**src/rtl/vec_fifo_sched.sv**
```systemverilog
// Purpose: write-beat/vector commit counter plus read FSM that replays each vector replay_cfg+1 times.
// Latency: commit registered, one IDLE cycle, then reads; each release costs one IDLE bubble.
// Backpressure: wr_rdy drops when Depth vectors are committed; reads advance only on rd_req.
module vec_fifo_sched #(
    parameter int Depth        = 4,
    parameter int WritesPerVec = 4,
    parameter int ReadsPerVec  = 2,
    parameter int ReplayBits   = 4
) (
    input  logic                           clk_in,
    input  logic                           rst_in,
    input  logic                           wr_req,
    output logic                           wr_rdy,
    output logic                           fifo_wr_en,
    input  logic                           rd_req,
    output logic                           rd_valid,
    output logic                           fifo_rd_en,
    output logic                           fifo_ptr_rst,
    input  logic [ReplayBits-1:0]          replay_cfg,
    output logic [$clog2(Depth+1)-1:0]     occupancy,
    output logic                           vec_done
);

    localparam int WBW = (WritesPerVec > 1) ? $clog2(WritesPerVec) : 1;
    localparam int RBW = (ReadsPerVec > 1) ? $clog2(ReadsPerVec) : 1;
    localparam int OW  = $clog2(Depth + 1);

    typedef enum logic [1:0] {
        IDLE   = 2'd0,
        READ   = 2'd1,
        REWIND = 2'd2
    } state_t;

    state_t                state;
    state_t                state_nxt;
    logic [WBW-1:0]        wr_beat;
    logic [RBW-1:0]        rd_beat;
    logic [ReplayBits-1:0] passes_left;
    logic                  out_en;
    logic                  wr_last;
    logic                  rd_last;
    logic                  commit;
    logic                  release_vec;
    logic                  start_vec;

    // out_en keeps wr_rdy low while in reset and raises it on the first edge afterwards.
    assign wr_last    = (wr_beat == WBW'(WritesPerVec - 1));
    assign rd_last    = (rd_beat == RBW'(ReadsPerVec - 1));
    assign wr_rdy     = out_en && (occupancy < OW'(Depth));
    assign fifo_wr_en = wr_req && wr_rdy;
    assign commit     = fifo_wr_en && wr_last;

    // Next-state and read-side outputs; all outputs come from state/counters and rd_req only.
    always_comb begin
        state_nxt    = state;
        rd_valid     = 1'b0;
        fifo_rd_en   = 1'b0;
        fifo_ptr_rst = 1'b0;
        vec_done     = 1'b0;
        release_vec  = 1'b0;
        start_vec    = 1'b0;
        case (state)
            IDLE: begin
                if (occupancy != '0) begin
                    start_vec = 1'b1;
                    state_nxt = READ;
                end
            end
            READ: begin
                rd_valid   = 1'b1;
                fifo_rd_en = rd_req;
                if (rd_req && rd_last) begin
                    if (passes_left != '0) begin
                        state_nxt = REWIND;
                    end else begin
                        release_vec = 1'b1;
                        vec_done    = 1'b1;
                        state_nxt   = IDLE;
                    end
                end
            end
            REWIND: begin
                fifo_ptr_rst = 1'b1;
                state_nxt    = READ;
            end
            default: state_nxt = IDLE;
        endcase
    end

    // State register.
    always_ff @(posedge clk_in or posedge rst_in) begin
        if (rst_in) begin
            state <= IDLE;
        end else begin
            state <= state_nxt;
        end
    end

    // Read beat and pass bookkeeping; replay_cfg is sampled only when a vector starts.
    always_ff @(posedge clk_in or posedge rst_in) begin
        if (rst_in) begin
            rd_beat     <= '0;
            passes_left <= '0;
        end else if (start_vec) begin
            rd_beat     <= '0;
            passes_left <= replay_cfg;
        end else if (state == REWIND) begin
            rd_beat <= '0;
        end else if (state == READ && rd_req) begin
            if (rd_last) begin
                rd_beat <= '0;
                if (passes_left != '0) begin
                    passes_left <= passes_left - ReplayBits'(1);
                end
            end else begin
                rd_beat <= rd_beat + RBW'(1);
            end
        end
    end

    // Write beat counter, wrapping on the beat that completes a vector.
    always_ff @(posedge clk_in or posedge rst_in) begin
        if (rst_in) begin
            wr_beat <= '0;
        end else if (fifo_wr_en) begin
            wr_beat <= wr_last ? '0 : wr_beat + WBW'(1);
        end
    end

    // Occupancy: a commit and a release in the same cycle cancel out.
    always_ff @(posedge clk_in or posedge rst_in) begin
        if (rst_in) begin
            occupancy <= '0;
        end else begin
            case ({commit, release_vec})
                2'b10:   occupancy <= occupancy + OW'(1);
                2'b01:   occupancy <= occupancy - OW'(1);
                default: occupancy <= occupancy;
            endcase
        end
    end

    // Output enable held low through reset, set from the first clock edge onwards.
    always_ff @(posedge clk_in or posedge rst_in) begin
        if (rst_in) begin
            out_en <= 1'b0;
        end else begin
            out_en <= 1'b1;
        end
    end

endmodule

```
**config.mk**
```make
export PLATFORM = sky130hd
export DESIGN_NAME = vec_fifo_sched
export DESIGN_NICKNAME = d
export VERILOG_FILES = /design/src/rtl/vec_fifo_sched.sv
export SDC_FILE = /design/constraint.sdc
export NUM_CORES = 1
export LEC_CHECK = 0
export CORE_MARGIN = 2
export CORE_UTILIZATION = 55
export CTS_CLUSTER_SIZE = 25
export DETAILED_ROUTE_END_ITERATION = 6
export DONT_BUFFER_PORTS = 1
export PLACE_DENSITY = 0.7
export SLEW_MARGIN = 20
export SYNTH_ARGS = -nofsm -noshare
export SYNTH_HDL_FRONTEND = slang
export SYNTH_SLANG_ARGS = --single-unit
```
**constraint.sdc**
```tcl
create_clock -name clk_in -period 5.3 [get_ports clk_in]
set_input_delay 0.265 -clock clk_in [delete_from_list [all_inputs] [get_ports clk_in]]
set_output_delay 0.265 -clock clk_in [all_outputs]
set_load 0.005 [all_outputs]
```
==> impl_metrics.py <==
metrics = {
    "floorplan": {
        "die_area_sq_mm": 0.00170,
        "die_w_um": 41.2,
        "initial_utilization_pct": 58.5,
        "core_area_sq_mm": 0.00130,
        "io-pin-count": 17,
        "vertical_die_dimension_um": 41.2,
        "num_rows": 13,
    },
    "logic_synthesis": {
        "synth.most_common_cell": "dfrtp_1",
        "synth_xor_area_share_pct": 3.45,
        "synth_top_cells_by_area": "dfrtp_1 43%, ha_1 4.9%, inv_1 4.4%",
        "post_synth.cell_area_avg_sq_um": 9.88,
        "synth_fp_nets": 89,
        "ys_types": 35,
        "synth_largest_area_cell": "dfrtp_1",
        "synth-async-reset-ratio_pct": 100,
        "yosys.area_share.adder_pct": 7.57,
        "synth_enable_flop_cells": 0,
        "yosysWarningCount": 0,
        "syn-instance-count": 77,
        "synth.top_cells.by_count": "13 x dfrtp_1, 9 x inv_1, 7 x nor2_1, 4 x a31oi_1, 4 x o21ai_0",
        "fraction_of_synthesized_cell_area_taken_by_the_top_area_cell_type_pct": 42.8,
        "synth_area_sq_um": 761,
        "synth.yosys.seq_area_share_pct": 42.8,
        "yosys_register_bits": 13,
        "yosys.area_share.simple_pct": 25.0,
        "synth.mux.area_fraction_pct": 4.28,
        "compound_gate_fraction_of_synth_area_pct": 10.0,
        "synth_top_family_by_area": "simple AND/OR/NAND/NOR gates",
        "synth_ff_type": "dfrtp_1",
    },
    "cts": {
        "htree_levels": 1,
        "clk_latency_ns": 0.28,
        "ctsLongestPathBuffers": 2,
        "cts_tree": "built",
        "path_clk_slew_ns": 0.08,
        "clk_tree_root_cell": "clkbuf_4",
        "clock_sinks": 13,
        "cts_buffers": 3,
    },
    "timing": {
        "slew_violations": 0,
        "fin_tns_setup_ns": 0,
        "setup_viol_count_final": 0,
        "fin_crit_ns": 2.44,
        "number_of_failing_hold_endpoints_at_the_final_stage": 0,
        "min_period_over_period_pct": 46.0,
        "clock-skew-final_ns": 0.00744,
        "holdWs_ns": 0.149,
        "fmaxAchievable_mhz": 410,
        "rsz_0062_raised_after_global_routing": "no",
        "finalWorstSetupSlack_ns": 2.86,
    },
    "hold_path": {
        "worst_hold_path_cell_count": 2,
        "min_delay_worst_endpoint": "state[1]$_DFFE_PP0P_",
        "hold_path_class": "in -> reg",
        "worstHoldStart": "rd_req",
    },
    "route": {
        "via_per_inst": 5.65,
        "routed_wl_um": 1300,
        "drtIter0Drc": 17,
        "detail_route.wl_per_cell_um": 13.8,
        "ant_nets": 0,
        "detailedRoute.firstPassIterationCount": 4,
        "drc": 0,
        "via_count": 531,
    },
    "global_routing": {
        "groute.usage.overall_pct": 18.6,
        "grt_first_pass_wirelength_um": 1940,
        "grt_antenna_before_repair": 0,
        "grt_pass1_vias": 435,
        "gr-total-overflow": 0,
        "largest_net_degree_at_the_start_of_global_routing": 14,
    },
    "worst_setup_path": {
        "endpoint_kind": "register",
        "setup.reg_to_reg.worst_slack_ns": 2.86,
        "crit-reg2reg-capture": "occupancy[2]$_DFFE_PP0P_",
        "critical_path.startpoint_type": "register",
        "critical_path_class": "reg -> reg",
        "cp.arrival_ns": 2.65,
        "timing.critical_path.required_ns": 5.51,
        "worstPathMaxFanout": 4,
        "reg2regPathDepth": 10,
        "crit-reg2reg-launch": "passes_left[0]$_DFFE_PP0P_",
    },
    "final_layout": {
        "post_route_cells_drive_above_1_share_pct": 7.59,
        "layout-area-overhead-vs-synth_pct": 5.26,
        "n_antenna_cell": 0,
        "layout.nets": 92,
        "final-instance-count-excl-fill": 94,
    },
    "placed_design": {
        "placed_cells_incl_taps": 89,
        "gpl.final_weighted_congestion": 0.815,
        "place.detailed.hpwl_um": 971,
        "io_buffer_count": 0,
        "place_ws_ns": 2.90,
    },
    "power_and_ir_drop": {
        "power.leakage_nw": 0.359,
        "max-vdd-ir-drop_uv": 259,
        "powerDensity_mw_per_mm2": 523,
    },
    "status": {
        "outcome": "finished clean",
    },
    "flow_run": {
        "max-cap-violations": 0,
    },
}
[how the worst max path moves through the flow]
stage / from / end / slack, ns / depth (start not counted)
floorplan: passes_left[0]$_DFFE_PP0P_ / occupancy[2]$_DFFE_PP0P_ / 3.07 / 10
CTS: passes_left[0]$_DFFE_PP0P_ / occupancy[2]$_DFFE_PP0P_ / 2.86 / 10
global placement: passes_left[0]$_DFFE_PP0P_ / occupancy[2]$_DFFE_PP0P_ / 2.92 / 10
detailed placement: passes_left[0]$_DFFE_PP0P_ / occupancy[2]$_DFFE_PP0P_ / 2.90 / 10
global route: passes_left[0]$_DFFE_PP0P_ / occupancy[2]$_DFFE_PP0P_ / 2.70 / 10
finish: passes_left[0]$_DFFE_PP0P_ / occupancy[2]$_DFFE_PP0P_ / 2.86 / 10
[through the flow]
step	util (%)	power [W]	cell area, sq um
floorplan	-	0.000327	761
global placement	58.8	0.000355	764
detailed placement	58.8	0.000359	764
CTS	61.5	0.000423	801
global route	61.5	0.000467	801
finish	61.5	0.000419	801
[registers in the layout, summed over array words and instances, names as in the netlist]
name,flops
passes_left,4
out_en,1
state,2
occupancy,3
wr_beat,2
rd_beat,1
[kinds of logic (layout without fill, tap and decap cells)]
group / after synthesis / in the layout
mux: 3 / 3
other cells: 1 / 1
buf+inv: 12 / 14
simple gates: 28 / 28
compound gates: 13 / 13
fa+ha+maj: 4 / 4
flops: 13 / 13
xor+xnor: 3 / 3
[critical path, cell delays in order (launching register included)]
cell,delay [ns]
dfrtp_1,0.39
inv_1,0.08
ha_1,0.21
or3b_1,0.41
nor2_1,0.21
ha_1,0.23
inv_1,0.06
fa_1,0.38
xor2_1,0.15
nor2_1,0.11
xor2_1,0.15
[cells in the final DEF, fill, tap and decap left out, types with 2 or more instances in the layout]
cell type   n
o21ai_0     4
nor2b_1     2
ha_1        3
nor4_1      3
nand3_1     2
xor2_1      2
mux2_1      2
inv_1       9
a31oi_1     4
nor2_1      7
dfrtp_1    13
a21oi_1     2
clkbuf_4    3
[layer usage]
metal | up-vias | track usage [%] | wire length [um] | share of wire [%]
li1 | 272 | - | - | -
met1 | 245 | 25.2 | 601 | 46
met2 | 11 | 25.8 | 605 | 47
met3 | 3 | 9.78 | 73 | 5.6
met4 | 0 | 4.84 | 16 | 1.2
met5 | - | 0 | 0 | 0
[report_power, final]
| group | total (W) | switching (W) | internal [W] |
|---|---|---|---|
| clock | 0.0000604 | 0.0000312 | 0.0000293 |
| combinational | 0.000161 | 0.0000835 | 0.0000777 |
| sequential | 0.000197 | 0.0000539 | 0.000143 |
[final cells by class]
cell class                      instances  area (sq um)
Multi-Input combinational cell         52           387
Fill cell                             117           500
Clock buffer                            4          26.3
Sequential cell                        13           325
Tap cell                               15          18.8
Inverter                                9          33.8
Timing Repair Buffer                    1          10.0
[repair_timing]
action                                  CTS  global route
hold buffers                              1             0
resized for setup                         0             0
buffers inserted                          0             0
hold endpoints to repair                 13             0
endpoints found under the setup margin    0             0
Note: power is estimated with default switching activity, not from simulation.
